**src/rtl/vend_pkg.sv**
```systemverilog
// Shared constants and decode helpers for the vending transaction controller.
package vend_pkg;

   localparam logic [1:0] StIdle     = 2'd0;
   localparam logic [1:0] StCredit   = 2'd1;
   localparam logic [1:0] StDispense = 2'd2;
   localparam logic [1:0] StChange   = 2'd3;

   localparam logic [1:0] Coin1  = 2'b00;
   localparam logic [1:0] Coin5  = 2'b01;
   localparam logic [1:0] Coin10 = 2'b10;
   localparam logic [1:0] Coin20 = 2'b11;

   localparam int unsigned MaxCreditDef = 99;

   function automatic logic [6:0] coin_value(input logic [1:0] code);
      logic [6:0] v;
      v = 7'd1;
      case (code)
         Coin1:   v = 7'd1;
         Coin5:   v = 7'd5;
         Coin10:  v = 7'd10;
         Coin20:  v = 7'd20;
         default: v = 7'd1;
      endcase
      return v;
   endfunction

   // Price table is packed 4 bits per item, item 0 in the least significant nibble.
   function automatic logic [3:0] price_of(input logic [31:0] prices, input logic [2:0] idx);
      return prices[{idx, 2'b00} +: 4];
   endfunction

endpackage

```
**src/rtl/vend_sel_ring.sv**
```systemverilog
// Product cursor: wrapping up/down counter over 0..NUM_ITEMS-1 with a move enable.
module vend_sel_ring #(
   parameter int unsigned NUM_ITEMS = 5
) (
   input  logic       clk,
   input  logic       rst,
   input  logic       en,
   input  logic       up,
   input  logic       down,
   output logic [2:0] idx
);

   localparam logic [2:0] Last = 3'(NUM_ITEMS - 1);

   logic [2:0] idx_q, idx_d;

   always_comb begin
      idx_d = idx_q;
      if (en && up && !down) begin
         idx_d = (idx_q == Last) ? 3'd0 : idx_q + 3'd1;
      end else if (en && down && !up) begin
         idx_d = (idx_q == 3'd0) ? Last : idx_q - 3'd1;
      end
   end

   always_ff @(posedge clk) begin
      if (rst) idx_q <= 3'd0;
      else     idx_q <= idx_d;
   end

   assign idx = idx_q;

endmodule

```
**src/rtl/vend_sequencer.sv**
```systemverilog
// Vending transaction FSM: coin credit, cursor, dispense and change handshakes.
// Define VEND_TIMEOUT_EN to auto-refund credit after TIMEOUT_CYC idle cycles.
module vend_sequencer
   import vend_pkg::*;
#(
   parameter int unsigned            NUM_ITEMS   = 5,
   parameter logic [4*NUM_ITEMS-1:0] PRICES      = {4'd8, 4'd10, 4'd6, 4'd5, 4'd7},
   parameter int unsigned            MAX_CREDIT  = MaxCreditDef,
   parameter int unsigned            TIMEOUT_CYC = 1000
) (
   input  logic                 clk,
   input  logic                 rst,
   input  logic                 coin_valid,
   input  logic [1:0]           coin_code,
   output logic                 coin_ready,
   input  logic                 btn_left,
   input  logic                 btn_right,
   input  logic                 btn_confirm,
   input  logic                 btn_cancel,
   output logic [2:0]           sel_idx,
   output logic [3:0]           sel_price,
   output logic [6:0]           credit,
   output logic [NUM_ITEMS-1:0] item_afford,
   output logic                 deny,
   output logic                 disp_req,
   output logic [2:0]           disp_item,
   input  logic                 disp_ack,
   output logic                 chg_req,
   output logic [6:0]           chg_amount,
   input  logic                 chg_ack,
   output logic                 busy
);

   localparam logic [31:0] PriceVec = 32'(PRICES);

   logic [1:0] state_q, state_d;
   logic [6:0] credit_q, credit_d;
   logic [2:0] disp_item_q, disp_item_d;
   logic [6:0] chg_amount_q, chg_amount_d;
   logic       deny_q, deny_d;
   logic [6:0] coin_val, credit_sum, disp_rem;
   logic       coin_acc, in_shop, timeout;

   assign in_shop    = (state_q == StIdle) || (state_q == StCredit);
   assign coin_val   = coin_value(coin_code);
   assign coin_ready = in_shop && (({1'b0, credit_q} + {1'b0, coin_val}) <= 8'(MAX_CREDIT));
   assign coin_acc   = coin_valid && coin_ready;
   assign credit_sum = credit_q + coin_val;
   assign disp_rem   = credit_q - {3'b000, price_of(PriceVec, disp_item_q)};

`ifdef VEND_TIMEOUT_EN
   localparam int unsigned TmoW = $clog2(TIMEOUT_CYC + 1);

   logic [TmoW-1:0] tmo_q;
   logic            activity;

   assign activity = coin_acc || btn_left || btn_right || btn_confirm || btn_cancel;
   assign timeout  = (state_q == StCredit) && !activity && (tmo_q == TmoW'(TIMEOUT_CYC - 1));

   always_ff @(posedge clk) begin
      if (rst)                       tmo_q <= '0;
      else if (activity)             tmo_q <= '0;
      else if (state_q == StCredit)  tmo_q <= tmo_q + 1'b1;
   end
`else
   assign timeout = 1'b0;
`endif

   vend_sel_ring #(
      .NUM_ITEMS (NUM_ITEMS)
   ) u_sel_ring (
      .clk  (clk),
      .rst  (rst),
      .en   (in_shop),
      .up   (btn_right),
      .down (btn_left),
      .idx  (sel_idx)
   );

   assign sel_price = price_of(PriceVec, sel_idx);

   always_comb begin
      state_d      = state_q;
      credit_d     = credit_q;
      disp_item_d  = disp_item_q;
      chg_amount_d = chg_amount_q;
      deny_d       = 1'b0;
      if (coin_acc) credit_d = credit_sum;
      case (state_q)
         StIdle: begin
            if (coin_acc) state_d = StCredit;
            // Deny is suppressed when an accepted coin moves us out of IDLE this cycle.
            else if (btn_confirm && !btn_cancel) deny_d = 1'b1;
         end
         StCredit: begin
            if (btn_cancel || timeout) begin
               state_d      = StChange;
               chg_amount_d = credit_d;
            end else if (btn_confirm) begin
               if (credit_q >= {3'b000, sel_price}) begin
                  state_d     = StDispense;
                  disp_item_d = sel_idx;
               end else begin
                  deny_d = 1'b1;
               end
            end
         end
         StDispense: begin
            if (disp_ack) begin
               credit_d = disp_rem;
               state_d  = (disp_rem != 7'd0) ? StCredit : StIdle;
            end
         end
         StChange: begin
            if (chg_ack) begin
               credit_d = 7'd0;
               state_d  = StIdle;
            end
         end
         default: state_d = StIdle;
      endcase
   end

   always_ff @(posedge clk) begin
      if (rst) begin
         state_q      <= StIdle;
         credit_q     <= 7'd0;
         disp_item_q  <= 3'd0;
         chg_amount_q <= 7'd0;
         deny_q       <= 1'b0;
      end else begin
         state_q      <= state_d;
         credit_q     <= credit_d;
         disp_item_q  <= disp_item_d;
         chg_amount_q <= chg_amount_d;
         deny_q       <= deny_d;
      end
   end

   for (genvar i = 0; i < NUM_ITEMS; i++) begin : g_afford
      assign item_afford[i] = credit_q >= {3'b000, price_of(PriceVec, 3'(i))};
   end

   assign credit     = credit_q;
   assign deny       = deny_q;
   assign disp_req   = (state_q == StDispense);
   assign disp_item  = disp_item_q;
   assign chg_req    = (state_q == StChange);
   assign chg_amount = chg_amount_q;
   assign busy       = disp_req || chg_req;

endmodule

```
**config.mk**
```make
export PLATFORM = sky130hd
export DESIGN_NAME = vend_sequencer
export DESIGN_NICKNAME = d
export VERILOG_FILES = /design/src/rtl/vend_pkg.sv /design/src/rtl/vend_sel_ring.sv /design/src/rtl/vend_sequencer.sv
export SDC_FILE = /design/constraint.sdc
export NUM_CORES = 1
export LEC_CHECK = 0
export CAP_MARGIN = 10
export CORE_ASPECT_RATIO = 0.75
export CORE_MARGIN = 5
export CORE_UTILIZATION = 30
export CTS_BUF_LIST = sky130_fd_sc_hd__clkbuf_2 sky130_fd_sc_hd__clkbuf_4 sky130_fd_sc_hd__clkbuf_8
export DETAILED_ROUTE_END_ITERATION = 8
export GPL_TIMING_DRIVEN = 0
export MAX_ROUTING_LAYER = met4
export PLACE_DENSITY_LB_ADDON = 0.15
export SYNTH_ARGS = -nofsm -noshare
export SYNTH_HDL_FRONTEND = slang
export SYNTH_SLANG_ARGS = --single-unit
export TNS_END_PERCENT = 30
```
**constraint.sdc**
```tcl
create_clock -name clk -period 7.5 [get_ports clk]
set_clock_uncertainty 0.05 [all_clocks]
set_input_delay 0.75 -clock clk [delete_from_list [all_inputs] [get_ports clk]]
set_output_delay 0.75 -clock clk [all_outputs]
set_load 0.02 [all_outputs]
```
# Word level (Yosys, flattened, before mapping)
# Cells that the tools add are included.
[totals] reg_bits=23 output_inout_bits=34 latch_bits=0 input_bits=11 n_memories=0 ramBits=0 rom_bits=0 elab_cells=76
[op_classes] n_mul=0 n_reduce_logical=20 n_lt_le_gt_ge=7 n_div=0 bitwise=1 n_mux=23 n_eq_ne=12 n_addsub=5 n_shift=2
[op_table] operator="$shiftx 32x6->4 const A" n=2
[op_table] operator="$pmux 7 s4" n=1
[op_table] operator="$ge 7x3->1 const B" n=3
[op_table] operator="$mux 7" n=3
[op_table] operator="$ge 7x4->1 const B" n=2
[op_table] operator="$pmux 7 s2" n=1
[op_table] operator="$mux 2" n=6
[op_table] operator="$mux 3" n=4
[op_table] operator="$add 7x7->8" n=1
[op_table] operator="$eq 2x2->1 const B" n=4
[op_table] operator="$le 8x7->1 const B" n=1
[op_table] operator="$pmux 2 s4" n=1
[op_table] operator="$add 7x7->7" n=1
[op_table] operator="$ge 7x4->1" n=1
[op_table] operator="$logic_and 1x1->1" n=7
[op_table] operator="$reduce_bool 7->1" n=1
[op_table] operator="$sub 7x4->7" n=1
[op_table] operator="$mux 1" n=6
[op_table] operator="$reduce_and 5->1" n=1
[op_table] operator="$eq 2x1->1 const B" n=2
[op_table] operator="$logic_not 2->1" n=2
[op_table] operator="$ne 2x1->1 const B" n=2
[op_table] operator="$reduce_and 4->1" n=1
[op_table] operator="$add 3x1->3 const B" n=1
[op_table] operator="12 further kinds" n=15

# Depth between registers and ports, before layout
[depth] ltp_word=9 ltp_mapped=12 ltp_nobuf=12

# Modules after synthesis
# A second synthesis with hierarchy kept.
[unflattened] hier_cells=284 area_unflattened_um2=2185.8
[modules_own_cells] module="vend_sequencer" area_each_um2=1898.1 seq_area_each_um2=400.4 cells_per_inst=252 instances=1
[modules_own_cells] module="vend_sel_ring" area_each_um2=287.8 seq_area_each_um2=60.1 cells_per_inst=32 instances=1

# Worst setup path before layout
# OpenSTA, ideal clock, no wires.
[synth_timing] path_kind="in2out" from="input coin_code[1]" to="output coin_ready" path_buffers=0 t_arrival_ns=2.841 required_time_ns=6.700 slack_ns=3.859 stages=11 path_cell_list="inv_1 ha_1 fa_1 nor2_1 o21ai_1 a21oi_1 nand2_4 nand2_1 nand2_1 a22o_2 a211oi_1"
[synth_via] elab_chain_len=5 elab_cells_between_ends=8 classes_between="add/sub: 1; order compare: 1; eq/ne: 3; mux: 1; reduce/logical: 2"
[synth_rtl] item="from (decl)" line="vend_sequencer.sv:14" source="input logic [1:0] coin_code,"
[synth_rtl] item="$eq 2x2->1 (tied with other cells)" line="vend_pkg.sv:19" source="case (code)"
[synth_rtl] item="$pmux 7 s4 (*)" line="vend_pkg.sv:19"
[synth_rtl] item="$add 7x7->8 (*)" line="vend_sequencer.sv:46" source="assign coin_ready = in_shop && (({1'b0, credit_q} + {1'b0, coin_val}) <= 8'(MAX_CREDIT));"
[synth_rtl] item="$le 8x7->1 (*)" line="vend_sequencer.sv:46"
[synth_rtl] item="$logic_and 1x1->1 (*)" line="vend_sequencer.sv:46"
[synth_rtl] item="to (decl)" line="vend_sequencer.sv:15" source="output logic coin_ready,"
# Every way passes the cells marked *; elsewhere a longest branch is shown, timed or not. The select of a mux whose other input is x is not followed.

# Worst setup path in the final report
# Ends and elaborated chain as after synthesis.

==> impl_metrics.tcl <==
set metrics [dict create \
    rows 26 \
    first_global_vias 1857 \
    p_sw_share_pct 42.5 \
    drive_gt1_share_pct 8.85 \
    vdd_drop_max_v 0.000124 \
    finalHoldViolCount 0 \
    syn_inst 257 \
    dr.pass1.iters 4 \
    max_clock_freq_mhz 213 \
    startpoint "coin_code[1]" \
    synth_seq_cells 23 \
    core_area_um2 6700 \
    rsz0062_at_grt "false" \
    pwr-share-comb_pct 52.6 \
    n_antenna_cell 0 \
    cts.repair.resized 0 \
    reg2reg_slack_ps 4560 \
    multiInputGateArea_um2 1450 \
    ys_seq_area_share_pct 22.6 \
    cts_tree "done" \
    port_buffers 44 \
    final_nets 338 \
    min_period_over_period_pct 62.6 \
    maxCapViolations 0 \
    hold_ws_ps 429 \
    finalSetupTns_ps 0 \
    cts_buffers 3 \
    p_switching_uw 211 \
    slew_headroom_pct 57.4 \
    seq_area_um2 460 \
    routedWlPerCell_um 14.9 \
    drt_iter0_drc 99 \
    crit_buf_inv 3 \
    path_cells "clkdlybuf4s50_1, inv_1, ha_1, fa_1, nor2_1, o21ai_1, a21oi_1, nand2_4, nand2_1, nand2_1, a22o_2, a211oi_1, clkdlybuf4s50_1" \
    track_usage_pct 14.5 \
    synth-main-ff-cell "dfxtp_1" \
    gp_congestion 0.848 \
    htree_levels 1 \
    syn_nets 289 \
    max_stage_delay_ps 670 \
    holdCritStartpoint "chg_amount[2]$_SDFFE_PP0P_" \
    cp_slowest_cell "clkdlybuf4s50_1" \
    postCtsSetupBuffers 0 \
    synth.avg_cell_area_um2 7.92 \
    final_common_cell "clkdlybuf4s50_1" \
    drc_errors 0 \
    place_inst 385 \
    antenna_found_initial 0 \
    synthToLayoutAreaGrowth_pct 29.1 \
    worstReg2RegStart "credit[0]$_SDFF_PP0_" \
    synth-edff-count 0 \
    dieArea_um2 8550 \
    path_max_fanout 5 \
    cp_top_family "buffers and inverters" \
    status "completed" \
    grt.overflow.total 0 \
    grt_start_max_net_pins 14 \
    synth_cell_type_count 54 \
    p_per_area_nw_per_um2 189 \
    worstHoldPathType "reg2reg" \
    clkTransAtPathRegs_ps 80 \
    hold_buffers 0 \
    fin_total_pwr_uw 497 \
    fp.dieW_um 105 \
    ys_warn_count 0 \
    path_class "in2out" \
    initial_core_util_pct 30.4 \
    slew_viol_final 0 \
    filler_cell_count 709 \
    final_cells 389 \
    required_ps 6700 \
    grt_first_pass_wirelength_um 9630 \
    cp-start-kind "input pin" \
    io_pins 45 \
    p_seq_share_pct 30.6 \
    cp-end-kind "output port" \
    p_int_uw 286 \
    insertion_delay_ps 280 \
    tightest_slew_ps 634 \
    routed_wl_um 5810 \
    fp.dieH_um 81.3 \
    post_drt_via_cell_ratio 4.99 \
    async_flop_share_pct 0 \
    fin_crit_ps 4700 \
    mostFrequentLayoutCells "clkdlybuf4s50_1, nor2_1, a21oi_1, dfxtp_1" \
    netlist_area_um2 2030 \
    vias 1941 \
    dp_hpwl_um 4550 \
    pwr-share-clk_pct 16.8 \
    power.leakage_uw 0.00107 \
    clock_path_buffers 2 \
    cts_sinks 23 \
    root_buffer "clkbuf_8" \
    antenna_left 0 \
    setup_viol 0 \
    cp.arrival_ps 3900 \
]
worst paths after layout:
path | cells after the start | end
hold reg to reg | 2 | chg_amount[2]$_SDFFE_PP0P_
setup / recovery | 13 | coin_ready
hold / removal | 2 | chg_amount[2]$_SDFFE_PP0P_
setup reg to reg | 10 | chg_amount[0]$_SDFFE_PP0P_
Yosys cell counts, drive strengths merged (4+ instances only):
master	n	area, um^2
ha	19	238
nor2b	8	50.1
inv	17	63.8
nand3b	5	37.5
a21oi	23	115
o22ai	4	25.0
dfxtp	23	460
and2	4	25.0
nand2b	11	68.8
a21o	5	46.3
nor4	4	25.0
a211oi	8	80.1
nor2	33	124
nand3	5	37.5
mux2i	5	50.1
buf	6	43.8
clkbuf	5	18.8
xnor2	5	51.3
nand2	20	82.6
o21ai	17	85.1
layer usage:
layer	track usage, %	wire, um
met1	21.8	3210
met2	19.2	2130
met3	3.02	389
met4	3.96	78
met5	-	0
power by group through the flow:
stage	logic, uW	registers (uW)	clock network [uW]
final	262	152	83.3
after CTS	263	152	86.4
after global routing	290	155	88.6
after floorplan	158	161	0
after global placement	261	155	0
after detailed placement	261	155	0
flip-flops by register name, summed over array words and instances (netlist names):
name,flops
credit,7
u_sel_ring.idx,3
chg_amount,7
disp_item,3
state_q,2
deny,1
per-stage QoR:
step	util [%]	worst slack (ps)	cell area (um^2)
3_5_place_dp	38.5	2830	2580
5_1_grt	39.2	2610	2630
6_report	39.2	2800	2630
4_1_cts	39.2	2800	2630
3_3_place_gp	38.5	2790	2580
2_1_floorplan	-	3860	2030
area by class of cell:
cell class	instances	area share [%]
Sequential cell	23	17.5
Inverter	17	2.43
Clock buffer	3	1.57
Buffer	11	2.38
Timing Repair Buffer	44	16.8
Clock inverter	1	0.191
Multi-Input combinational cell	206	55.1
Tap cell	84	4.00
cell families (layout without fill, tap and decap cells):
family / count (synthesis) / after routing / synth area share (%)
AOI/OAI and AO/OA: 74 / 74 / 25.7
xor gates and xnor gates: 7 / 7 / 3.38
adders and majority gates: 21 / 21 / 13.7
buffers and inverters: 28 / 76 / 6.21
DFF: 23 / 23 / 22.6
muxes: 6 / 6 / 3.01
and+or+nand+nor: 98 / 98 / 25.4
worst reg2reg max path: cells and delay by family, from the launching register on:
family                     cells  cell delay [ps]
AOI/OAI and AO/OA              4              850
adders and majority gates      2              720
and+or+nand+nor                3              450
DFF                            1              380
muxes                          1              360
(Power assumes the default switching activity.)
